**src/rtl/arm_multicycle_ctrl_if.sv**
```systemverilog
// ---------------------------------------------------------------------------
// arm_multicycle_ctrl_if
//   Bundle between the multicycle ARM controller and its datapath.
//   master : the controller. It reads the instruction fields, ALU flags and the
//            memory-ready handshake, and drives the enables, mux selects and
//            the State observation port.
//   slave  : the datapath / memory side, or a testbench standing in for it.
//   Signals:
//     Instr[19:0]   Instr[31:12] from the IR: Cond, Op, Funct, Rn, Rd
//     ALUFlags[3:0] NZCV from the ALU in the cycle it computes
//     MemReady      memory completes the access presented this cycle
//     PCWrite, IRWrite, AdrSrc, MemWrite, RegWrite, RegSrc, ImmSrc,
//     ALUSrcA, ALUSrcB, ALUControl, ResultSrc, carry, Shift, State
// ---------------------------------------------------------------------------
interface arm_multicycle_ctrl_if #(
    parameter int STATE_W = 4
);
    logic [19:0]        Instr;
    logic [3:0]         ALUFlags;
    logic               MemReady;
    logic               PCWrite;
    logic               IRWrite;
    logic               AdrSrc;
    logic               MemWrite;
    logic               RegWrite;
    logic [1:0]         RegSrc;
    logic [1:0]         ImmSrc;
    logic               ALUSrcA;
    logic [1:0]         ALUSrcB;
    logic [2:0]         ALUControl;
    logic [1:0]         ResultSrc;
    logic               carry;
    logic               Shift;
    logic [STATE_W-1:0] State;

    modport master (
        input  Instr, ALUFlags, MemReady,
        output PCWrite, IRWrite, AdrSrc, MemWrite, RegWrite, RegSrc, ImmSrc,
               ALUSrcA, ALUSrcB, ALUControl, ResultSrc, carry, Shift, State
    );

    modport slave (
        output Instr, ALUFlags, MemReady,
        input  PCWrite, IRWrite, AdrSrc, MemWrite, RegWrite, RegSrc, ImmSrc,
               ALUSrcA, ALUSrcB, ALUControl, ResultSrc, carry, Shift, State
    );
endinterface

```
**src/rtl/arm_multicycle_ctrl.sv**
```systemverilog
// ---------------------------------------------------------------------------
// arm_multicycle_ctrl
//   Moore sequencer for the multicycle ARM datapath. A single memory port is
//   shared by fetch and load/store, and a single ALU by PC+4 and execute. The
//   block also holds the NZCV register and evaluates the condition field.
//   Ports:
//     clk    rising-edge clock
//     reset  asynchronous, active-low; forces FETCH, NZCV=FLAG_RST and
//            suppresses every write enable while low
//     bus    arm_multicycle_ctrl_if.master (instruction fields, flags,
//            MemReady in; enables, mux selects and State out)
//   State encoding: FETCH=0 DECODE=1 MEMADR=2 MEMRD=3 MEMWB=4 MEMWR=5
//                   EXECR=6 EXECI=7 ALUWB=8 BRANCH=9
// ---------------------------------------------------------------------------
module arm_multicycle_ctrl #(
    parameter int         STATE_W  = 4,
    parameter logic [3:0] FLAG_RST = 4'b0000
) (
    input  logic                  clk,
    input  logic                  reset,
    arm_multicycle_ctrl_if.master bus
);
    localparam logic [STATE_W-1:0] S_FETCH  = STATE_W'(0);
    localparam logic [STATE_W-1:0] S_DECODE = STATE_W'(1);
    localparam logic [STATE_W-1:0] S_MEMADR = STATE_W'(2);
    localparam logic [STATE_W-1:0] S_MEMRD  = STATE_W'(3);
    localparam logic [STATE_W-1:0] S_MEMWB  = STATE_W'(4);
    localparam logic [STATE_W-1:0] S_MEMWR  = STATE_W'(5);
    localparam logic [STATE_W-1:0] S_EXECR  = STATE_W'(6);
    localparam logic [STATE_W-1:0] S_EXECI  = STATE_W'(7);
    localparam logic [STATE_W-1:0] S_ALUWB  = STATE_W'(8);
    localparam logic [STATE_W-1:0] S_BRANCH = STATE_W'(9);

    logic [STATE_W-1:0] state_q, state_d;
    logic [3:0]         flags_q, flags_d;

    // Instruction field split (Instr holds bits 31:12 of the instruction).
    logic [3:0] cond, cmd, rd, unused_rn;
    logic [1:0] op;
    logic [5:0] funct;
    assign cond      = bus.Instr[19:16];
    assign op        = bus.Instr[15:14];
    assign funct     = bus.Instr[13:8];
    assign unused_rn = bus.Instr[7:4];
    assign rd        = bus.Instr[3:0];
    assign cmd       = funct[4:1];

    // ARM condition table against the stored NZCV; 1111 never executes.
    function automatic logic cond_check(input logic [3:0] c, input logic [3:0] f);
        logic n, z, cf, v;
        {n, z, cf, v} = f;
        case (c)
            4'b0000: cond_check = z;
            4'b0001: cond_check = ~z;
            4'b0010: cond_check = cf;
            4'b0011: cond_check = ~cf;
            4'b0100: cond_check = n;
            4'b0101: cond_check = ~n;
            4'b0110: cond_check = v;
            4'b0111: cond_check = ~v;
            4'b1000: cond_check = cf & ~z;
            4'b1001: cond_check = ~cf | z;
            4'b1010: cond_check = (n == v);
            4'b1011: cond_check = (n != v);
            4'b1100: cond_check = ~z & (n == v);
            4'b1101: cond_check = z | (n != v);
            4'b1110: cond_check = 1'b1;
            default: cond_check = 1'b0;
        endcase
    endfunction

    // Data-processing command decode. cmd_ok=0 turns the instruction into a
    // NOP: no flag update and no writeback.
    logic [2:0] alu_ctl;
    logic       cmd_ok, is_cmp, is_adc, is_mov, nz_only;
    always_comb begin
        alu_ctl = 3'b000;
        cmd_ok  = 1'b1;
        is_cmp  = 1'b0;
        is_adc  = 1'b0;
        is_mov  = 1'b0;
        nz_only = 1'b0;
        case (cmd)
            4'b0100: alu_ctl = 3'b000;
            4'b0010: alu_ctl = 3'b001;
            4'b1010: begin alu_ctl = 3'b001; is_cmp = 1'b1; end
            4'b0000: begin alu_ctl = 3'b010; nz_only = 1'b1; end
            4'b1100: begin alu_ctl = 3'b011; nz_only = 1'b1; end
            4'b0001: begin alu_ctl = 3'b100; nz_only = 1'b1; end
            4'b0101: begin alu_ctl = 3'b000; is_adc = 1'b1; end
            4'b1101: begin alu_ctl = 3'b000; is_mov = 1'b1; nz_only = 1'b1; end
            default: cmd_ok = 1'b0;
        endcase
    end

    // State and flag registers.
    always_ff @(posedge clk or negedge reset) begin
        if (!reset) begin
            state_q <= S_FETCH;
            flags_q <= FLAG_RST;
        end else begin
            state_q <= state_d;
            flags_q <= flags_d;
        end
    end

    // Next state and next flags.
    always_comb begin
        state_d = state_q;
        flags_d = flags_q;
        case (state_q)
            S_FETCH:  if (bus.MemReady) state_d = S_DECODE;
            S_DECODE: begin
                if (!cond_check(cond, flags_q)) state_d = S_FETCH;
                else begin
                    case (op)
                        2'b00:   state_d = funct[5] ? S_EXECI : S_EXECR;
                        2'b01:   state_d = S_MEMADR;
                        2'b10:   state_d = S_BRANCH;
                        default: state_d = S_FETCH;
                    endcase
                end
            end
            S_EXECR, S_EXECI: begin
                state_d = S_ALUWB;
                // Logical ops and MOV leave C and V untouched.
                if (cmd_ok && (funct[0] || is_cmp))
                    flags_d = nz_only ? {bus.ALUFlags[3:2], flags_q[1:0]} : bus.ALUFlags;
            end
            S_ALUWB:  state_d = S_FETCH;
            S_MEMADR: state_d = funct[0] ? S_MEMRD : S_MEMWR;
            S_MEMRD:  if (bus.MemReady) state_d = S_MEMWB;
            S_MEMWB:  state_d = S_FETCH;
            S_MEMWR:  if (bus.MemReady) state_d = S_FETCH;
            S_BRANCH: state_d = S_FETCH;
            default:  state_d = S_FETCH;
        endcase
    end

    // Outputs.
    always_comb begin
        bus.PCWrite    = 1'b0;
        bus.IRWrite    = 1'b0;
        bus.AdrSrc     = 1'b0;
        bus.MemWrite   = 1'b0;
        bus.RegWrite   = 1'b0;
        bus.RegSrc     = 2'b00;
        bus.ImmSrc     = op;
        bus.ALUSrcA    = 1'b0;
        bus.ALUSrcB    = 2'b00;
        bus.ALUControl = 3'b000;
        bus.ResultSrc  = 2'b00;
        bus.carry      = 1'b0;
        bus.Shift      = 1'b0;
        bus.State      = state_q;
        case (state_q)
            S_FETCH: begin
                bus.ALUSrcA   = 1'b1;
                bus.ALUSrcB   = 2'b10;
                bus.ResultSrc = 2'b10;
                bus.IRWrite   = bus.MemReady;
                bus.PCWrite   = bus.MemReady;
            end
            S_DECODE: begin
                bus.ALUSrcA   = 1'b1;
                bus.ALUSrcB   = 2'b10;
                bus.ResultSrc = 2'b10;
            end
            S_EXECR, S_EXECI: begin
                bus.ALUSrcB    = (state_q == S_EXECI) ? 2'b01 : 2'b00;
                bus.ALUControl = alu_ctl;
                bus.carry      = is_adc & flags_q[1];
                bus.Shift      = is_mov;
            end
            S_ALUWB: begin
                bus.RegWrite = cmd_ok & ~is_cmp;
                bus.PCWrite  = cmd_ok & ~is_cmp & (rd == 4'hF);
            end
            S_MEMADR: bus.ALUSrcB = 2'b01;
            S_MEMRD:  bus.AdrSrc  = 1'b1;
            S_MEMWB: begin
                bus.ResultSrc = 2'b01;
                bus.RegWrite  = 1'b1;
                bus.PCWrite   = (rd == 4'hF);
            end
            S_MEMWR: begin
                bus.AdrSrc   = 1'b1;
                bus.MemWrite = 1'b1;
                bus.RegSrc   = 2'b10;
            end
            S_BRANCH: begin
                bus.RegSrc    = 2'b01;
                bus.ALUSrcB   = 2'b01;
                bus.ResultSrc = 2'b10;
                bus.PCWrite   = 1'b1;
            end
            default: ;
        endcase
        // Reset is asynchronous, so the enables must drop with it rather than
        // waiting for the state register to settle.
        if (!reset) begin
            bus.PCWrite  = 1'b0;
            bus.IRWrite  = 1'b0;
            bus.MemWrite = 1'b0;
            bus.RegWrite = 1'b0;
        end
    end
endmodule

```
**src/flat_wrapper.sv**
```systemverilog
// flat-port wrapper written by rule: the top's interface ports become plain ports
module arm_multicycle_ctrl_flat 
#(
    parameter int         STATE_W  = 4,
    parameter logic [3:0] FLAG_RST = 4'b0000
)
  (clk, reset, bus_Instr, bus_ALUFlags, bus_MemReady, bus_PCWrite, bus_IRWrite, bus_AdrSrc, bus_MemWrite, bus_RegWrite, bus_RegSrc, bus_ImmSrc, bus_ALUSrcA, bus_ALUSrcB, bus_ALUControl, bus_ResultSrc, bus_carry, bus_Shift, bus_State);
  arm_multicycle_ctrl_if #(.STATE_W(STATE_W)) bus_i ();
  input  logic clk;
  input  logic reset;
  input wire logic [$bits(bus_i.Instr)-1:0] bus_Instr;
  input wire logic [$bits(bus_i.ALUFlags)-1:0] bus_ALUFlags;
  input wire logic [$bits(bus_i.MemReady)-1:0] bus_MemReady;
  output wire logic [$bits(bus_i.PCWrite)-1:0] bus_PCWrite;
  output wire logic [$bits(bus_i.IRWrite)-1:0] bus_IRWrite;
  output wire logic [$bits(bus_i.AdrSrc)-1:0] bus_AdrSrc;
  output wire logic [$bits(bus_i.MemWrite)-1:0] bus_MemWrite;
  output wire logic [$bits(bus_i.RegWrite)-1:0] bus_RegWrite;
  output wire logic [$bits(bus_i.RegSrc)-1:0] bus_RegSrc;
  output wire logic [$bits(bus_i.ImmSrc)-1:0] bus_ImmSrc;
  output wire logic [$bits(bus_i.ALUSrcA)-1:0] bus_ALUSrcA;
  output wire logic [$bits(bus_i.ALUSrcB)-1:0] bus_ALUSrcB;
  output wire logic [$bits(bus_i.ALUControl)-1:0] bus_ALUControl;
  output wire logic [$bits(bus_i.ResultSrc)-1:0] bus_ResultSrc;
  output wire logic [$bits(bus_i.carry)-1:0] bus_carry;
  output wire logic [$bits(bus_i.Shift)-1:0] bus_Shift;
  output wire logic [$bits(bus_i.State)-1:0] bus_State;
  assign bus_i.Instr = bus_Instr;
  assign bus_i.ALUFlags = bus_ALUFlags;
  assign bus_i.MemReady = bus_MemReady;
  assign bus_PCWrite = bus_i.PCWrite;
  assign bus_IRWrite = bus_i.IRWrite;
  assign bus_AdrSrc = bus_i.AdrSrc;
  assign bus_MemWrite = bus_i.MemWrite;
  assign bus_RegWrite = bus_i.RegWrite;
  assign bus_RegSrc = bus_i.RegSrc;
  assign bus_ImmSrc = bus_i.ImmSrc;
  assign bus_ALUSrcA = bus_i.ALUSrcA;
  assign bus_ALUSrcB = bus_i.ALUSrcB;
  assign bus_ALUControl = bus_i.ALUControl;
  assign bus_ResultSrc = bus_i.ResultSrc;
  assign bus_carry = bus_i.carry;
  assign bus_Shift = bus_i.Shift;
  assign bus_State = bus_i.State;
  arm_multicycle_ctrl #(.STATE_W(STATE_W), .FLAG_RST(FLAG_RST)) u_core (.clk(clk), .reset(reset), .bus(bus_i));
endmodule
```
**config.mk**
```make
export PLATFORM = sky130hd
export DESIGN_NAME = arm_multicycle_ctrl_flat
export DESIGN_NICKNAME = d
export VERILOG_FILES = /design/src/rtl/arm_multicycle_ctrl_if.sv /design/src/rtl/arm_multicycle_ctrl.sv /design/src/flat_wrapper.sv
export SDC_FILE = /design/constraint.sdc
export NUM_CORES = 1
export LEC_CHECK = 0
export BUFFER_PORTS_ARGS = -buffer_cell sky130_fd_sc_hd__buf_2
export CORE_UTILIZATION = 39
export DETAILED_ROUTE_END_ITERATION = 10
export HOLD_SLACK_MARGIN = 0.08
export PLACE_DENSITY = 0.81
export SYNTH_ARGS = -nofsm -noshare
export SYNTH_HDL_FRONTEND = slang
export SYNTH_SLANG_ARGS = --single-unit
```
**constraint.sdc**
```tcl
create_clock -name clk -period 2.5 [get_ports clk]
set_input_delay 0.75 -clock clk [delete_from_list [all_inputs] [get_ports clk]]
set_output_delay 0.75 -clock clk [all_outputs]
set_load 0.03 [all_outputs]
```
### Word-level counts from Yosys, hierarchy flattened

Index checks and enable logic that the tools add are counted.

| operators by class | value |
|---|---|
| bitwise gates (word level) | 13 |
| reductions and logical operators | 17 |
| muxes and demuxes | 33 |
| eq/ne operators | 38 |

Operators with widths:

| kind | count |
|---|---|
| equality test 4 bit, second input constant | 13 |
| equality test 4 x 3 -> 1 bit, second input constant | 10 |
| one-hot mux 4 bit (6 select lines) | 1 |
| equality test 4 x 2 -> 1 bit, second input constant | 5 |
| two-way mux 1 bit | 18 |
| two-way mux 4 bit | 4 |
| one-hot mux 1 bit (15 select lines) | 1 |
| equality test 4 x 1 -> 1 bit, second input constant | 3 |
| zero test 4 bit | 3 |
| one-hot mux 3 bit (4 select lines) | 1 |
| one-hot mux 4 bit (3 select lines) | 1 |
| OR reduction 2 bit | 5 |
| one-hot mux 2 bit (2 select lines) | 2 |
| OR reduction 8 bit | 1 |
| two-way mux 3 bit | 2 |
| inequality test 2 bit, second input constant | 3 |
| inverter 1 bit | 6 |
| one-hot mux 2 bit (3 select lines) | 1 |
| AND reduction 3 bit | 2 |
| bitwise AND 1 bit | 5 |
| one-hot mux 1 bit (4 select lines) | 1 |
| OR reduction 4 bit | 1 |
| OR reduction 3 bit | 1 |
| equality test 2 x 1 -> 1 bit, second input constant | 1 |
| 9 further kinds | 10 |

| word-level totals | value |
|---|---|
| output and inout port bits | 23 |
| flip-flop bits (word level) | 8 |
| word-level logic and storage cells | 104 |

### Depth between registers and ports, before layout

| logic depth | value |
|---|---|
| depth in word-level cells | 7 |
| depth in mapped cells | 6 |
| mapped depth without buffers | 5 |

### Worst setup path before layout

OpenSTA, ideal clock, no wires.

| timing | value |
|---|---|
| kind | flip-flop to output port |
| start | register u_core.state_q[3] (netlist: u_core.bus.State[3]) |
| end | output bus_carry |
| data arrival time | 2.119 ns |
| setup slack | -0.369 ns |
| buffers on the path | 0 |
| stages on the path, launching flop included | 6 |
| path through | dfrtp_1 and2b_2 nand2_1 nor2_1 nand2_1 nor4b_1 |

| between the ends | value |
|---|---|
| word-level cells in the longest chain between the ends | 3 |
| elaborated cells between the ends (all ways) | 4 |

Ends and longest elaborated chain:

| what | RTL line | source |
|---|---|---|
| from (decl) | arm_multicycle_ctrl.sv:34 | `logic [STATE_W-1:0] state_q, state_d;` |
| from (signal assigned) | arm_multicycle_ctrl.sv:102 | `state_q <= state_d;` |
| equality test 4 x 3 -> 1 bit | arm_multicycle_ctrl.sv:156 | `case (state_q)` |
| OR reduction 2 bit * | arm_multicycle_ctrl.sv:156 |  |
| two-way mux 1 bit * | arm_multicycle_ctrl.sv:156 |  |
| to (decl) | flat_wrapper.sv:25 | `output wire logic [$bits(bus_i.carry)-1:0] bus_carry;` |

Mark *: on every way between the ends. The rest lies on a longest branch, timed or not.

### Worst setup path after layout

| timing | value |
|---|---|
| start | input bus_Instr[9] |
| end | output bus_PCWrite |

| between the ends | value |
|---|---|
| word-level cells in the longest chain between the ends | 7 |
| elaborated cells between the ends (all ways) | 16 |

Ends and longest elaborated chain:

| what | RTL line | source |
|---|---|---|
| from (decl) | flat_wrapper.sv:11 | `input wire logic [$bits(bus_i.Instr)-1:0] bus_Instr;` |
| equality test 4 x 3 -> 1 bit (tied with other cells) | arm_multicycle_ctrl.sv:83 | `case (cmd)` |
| OR reduction 8 bit (no source line) or two-way mux 1 bit (tied branches) | -- |  |
| two-way mux 1 bit or inverter 1 bit (tied branches) | arm_multicycle_ctrl.sv:83, arm_multicycle_ctrl.sv:177 |  |
| bitwise AND 1 bit * (2 in series) | arm_multicycle_ctrl.sv:177 | `bus.PCWrite = cmd_ok & ~is_cmp & (rd == 4'hF);` |
| one-hot mux 1 bit (4 select lines) * | arm_multicycle_ctrl.sv:156 |  |
| two-way mux 1 bit * | arm_multicycle_ctrl.sv:201 | `if (!reset) begin` |
| to (decl) | flat_wrapper.sv:14 | `output wire logic [$bits(bus_i.PCWrite)-1:0] bus_PCWrite;` |

Marks and branches as above.

==> impl_metrics.tcl <==
set metrics [dict create \
    final_common_cell "buf_2" \
    antenna_found_initial 0 \
    fin_util_pct 59.4 \
    synth_cell_types 45 \
    overflow 0 \
    final_hold_viol_count 0 \
    fmax_mhz 397 \
    hp-class "in2async" \
    p_leak_nw 0.574 \
    holdBufCountCts 0 \
    whs_ns 0.354 \
    status "finished, violations left" \
    io_buffers 45 \
    layout_min_cycle_time_ns 2.52 \
    worstSkewPairLatency_ns 0.25 \
    diodes 0 \
    synth-seq-cells 8 \
    end_kind "output pin" \
    ys_warn_count 0 \
    grt_pass1_wl_um 3730 \
    cts_setup_buffers 0 \
    maxCapViolations 0 \
    cts_max_level 1 \
    cts.clk_slew.worst_paths_ns 0.05 \
    n_fill_cell 208 \
    mostFrequentLayoutCells "41 x buf_2, 12 x nor2_1, 9 x buf_4" \
    ant_nets 0 \
    num_io_pins 50 \
    dr.pass1.iters 4 \
    synth_edf_count 0 \
    worst_slew_pin_slew_ns 0.357 \
    die_h_um 49.3 \
    crit_path_start_kind "input pin" \
    max-vdd-ir-drop_uv 593 \
    crit_type "in2out" \
    design.die.area_sq_um 2430 \
    critPathRequiredTime_ns 1.75 \
    grt_max_degree 15 \
    final_nets 188 \
    fp.dieW_um 49.3 \
    layout_setup_ws_ns -0.0178 \
    crit_arrival_ns 1.77 \
    synth_area_sq_um 873 \
    grt_setup_unrepaired "yes" \
    slew_violations 0 \
    grt_pass1_vias 898 \
    numCtsBuffers 3 \
    skew_ns 0.000767 \
    pwr_density_cell_nw_per_um2 953 \
    timing.slew.headroom_pct 76.2 \
    setup_viol 1 \
    num_rows 16 \
    drc 0 \
    final_area_sq_um 1210 \
    start_util_pct 42.8 \
    postRouteWirelength_um 2320 \
    cts_tree "done" \
    clock-root-buffer "clkbuf_4" \
    place.gp.congestion 0.815 \
    via_count 1033 \
    drtIter0Drc 24 \
    dpl.hpwl_um 1820 \
    core_sq_um 2040 \
    ys.flop_type "dfrtp_1" \
    cp_max_fo 2 \
    synth_seq_area_share_pct 22.9 \
    place_area_sq_um 1140 \
    cts.path.max_buffers 2 \
    fin_crit_sh_pct 101 \
    synthCells 113 \
    synth-async-reset-ratio_pct 100 \
    place_inst 183 \
    vias_per_cell 5.55 \
    drive_above_1_share_pct 45.9 \
    timing.setup.tns_ns -0.0178 \
    violations "setup timing" \
    wl_per_cell_um 12.5 \
    synth.avg_cell_area_sq_um 7.73 \
    syn_to_final_growth_pct 39.0 \
    syn-num-nets 140 \
    grt_util_all_layers_pct 19.4 \
    instances_no_fill 186 \
    clock-sinks 8 \
]
[final cells by class]
cell class	count	area, sq um	area share [%]
well taps	27	33.8	2.78
flip-flops and latches	8	200	16.5
inverters	5	18.8	1.55
multi-input cells	90	632	52.1
repair buffers	53	307	25.3
clock buffers	3	22.5	1.86
[cells in the mapped netlist (2+ instances only)]
| cell type | n | share of area (%) |
|---|---|---|
| o21a_1 | 2 | 1.7 |
| buf_6 | 2 | 2.6 |
| dfrtp_1 | 8 | 23 |
| nor2b_1 | 3 | 2.1 |
| xnor2_1 | 2 | 2.0 |
| nand2b_1 | 4 | 2.9 |
| or3_1 | 2 | 1.4 |
| buf_4 | 3 | 2.6 |
| and2b_2 | 2 | 2.0 |
| and4_1 | 2 | 2.0 |
| nor3_1 | 7 | 4.0 |
| a21oi_1 | 5 | 2.9 |
| o22ai_1 | 2 | 1.4 |
| a211oi_1 | 2 | 1.7 |
| xor2_1 | 2 | 2.0 |
| nand2_1 | 8 | 3.4 |
| mux2_2 | 3 | 3.9 |
| mux2i_1 | 2 | 2.3 |
| or4_1 | 2 | 1.7 |
| o21ai_0 | 6 | 3.4 |
| nor4_1 | 2 | 1.4 |
| buf_2 | 3 | 1.7 |
| nor2_1 | 13 | 5.6 |
| o32ai_1 | 2 | 2.0 |
| inv_1 | 4 | 1.7 |
[metal layers]
layer	vias to the layer above	part of all wire (%)	global-route usage, %	routed length (um)
met3	5	6.1	2.49	141
li1	510	-	-	-
met5	-	0	0	0
met2	40	50	36.1	1170
met1	478	43	22.7	989
met4	0	0.90	5.88	21
[logic make-up (layout without fill, tap and decap cells)]
group / Yosys count / after routing / synth area share [%]
simple gates: 54 / 54 / 34.8
xor+xnor: 4 / 4 / 4.01
mux: 6 / 6 / 8.74
compound gates: 26 / 26 / 19.6
buf+inv: 15 / 61 / 9.88
flops: 8 / 8 / 22.9
[per-stage QoR]
stage                     power (mW)  worst slack, ns
after floorplan                0.824          -0.0453
final                           1.16          -0.0178
after global placement         0.985           -0.168
after global routing            1.24           -0.113
after detailed placement        1.02           -0.166
after CTS                       1.14           -0.110
[state kept, by name (all words and copies together), names as in the netlist]
register          flops
u_core.bus.State      4
u_core.flags_q        4
[report_power, final]
group,total (mW),switching (mW),internal [mW]
logic,0.806,0.507,0.299
registers,0.251,0.0705,0.180
clock network,0.0992,0.0443,0.0550
total,1.16,0.622,0.534
[what timing repair did]
item                       in CTS  in global routing
pin swaps                       1                  0
setup endpoints to repair       2                  3
gates resized for setup         6                  8
[path summary, 6_finish.rpt]
path	cells after the start	slack, ns	from	end
setup / recovery	7	-0.02	bus_Instr[9]	bus_PCWrite
max in group asynchronous	1	1.95	reset	u_core.bus.State[0]
hold / removal	1	0.35	reset	u_core.flags_q[3]
setup reg to reg	5	0.66	u_core.bus.State[0]	u_core.bus.State[0]
min in group clk	2	0.59	u_core.bus.State[1]	u_core.bus.State[3]
hold reg to reg	2	0.59	u_core.bus.State[1]	u_core.bus.State[3]
[worst max-delay path, cell delays in order]
cell and delay, ns:
buf_6 0.09, or3_4 0.37, o21ai_2 0.07, a21oi_2 0.08, nor4_2 0.13, o21a_2 0.15
buf_6 0.12
Note: power is estimated with default switching activity, not from simulation.
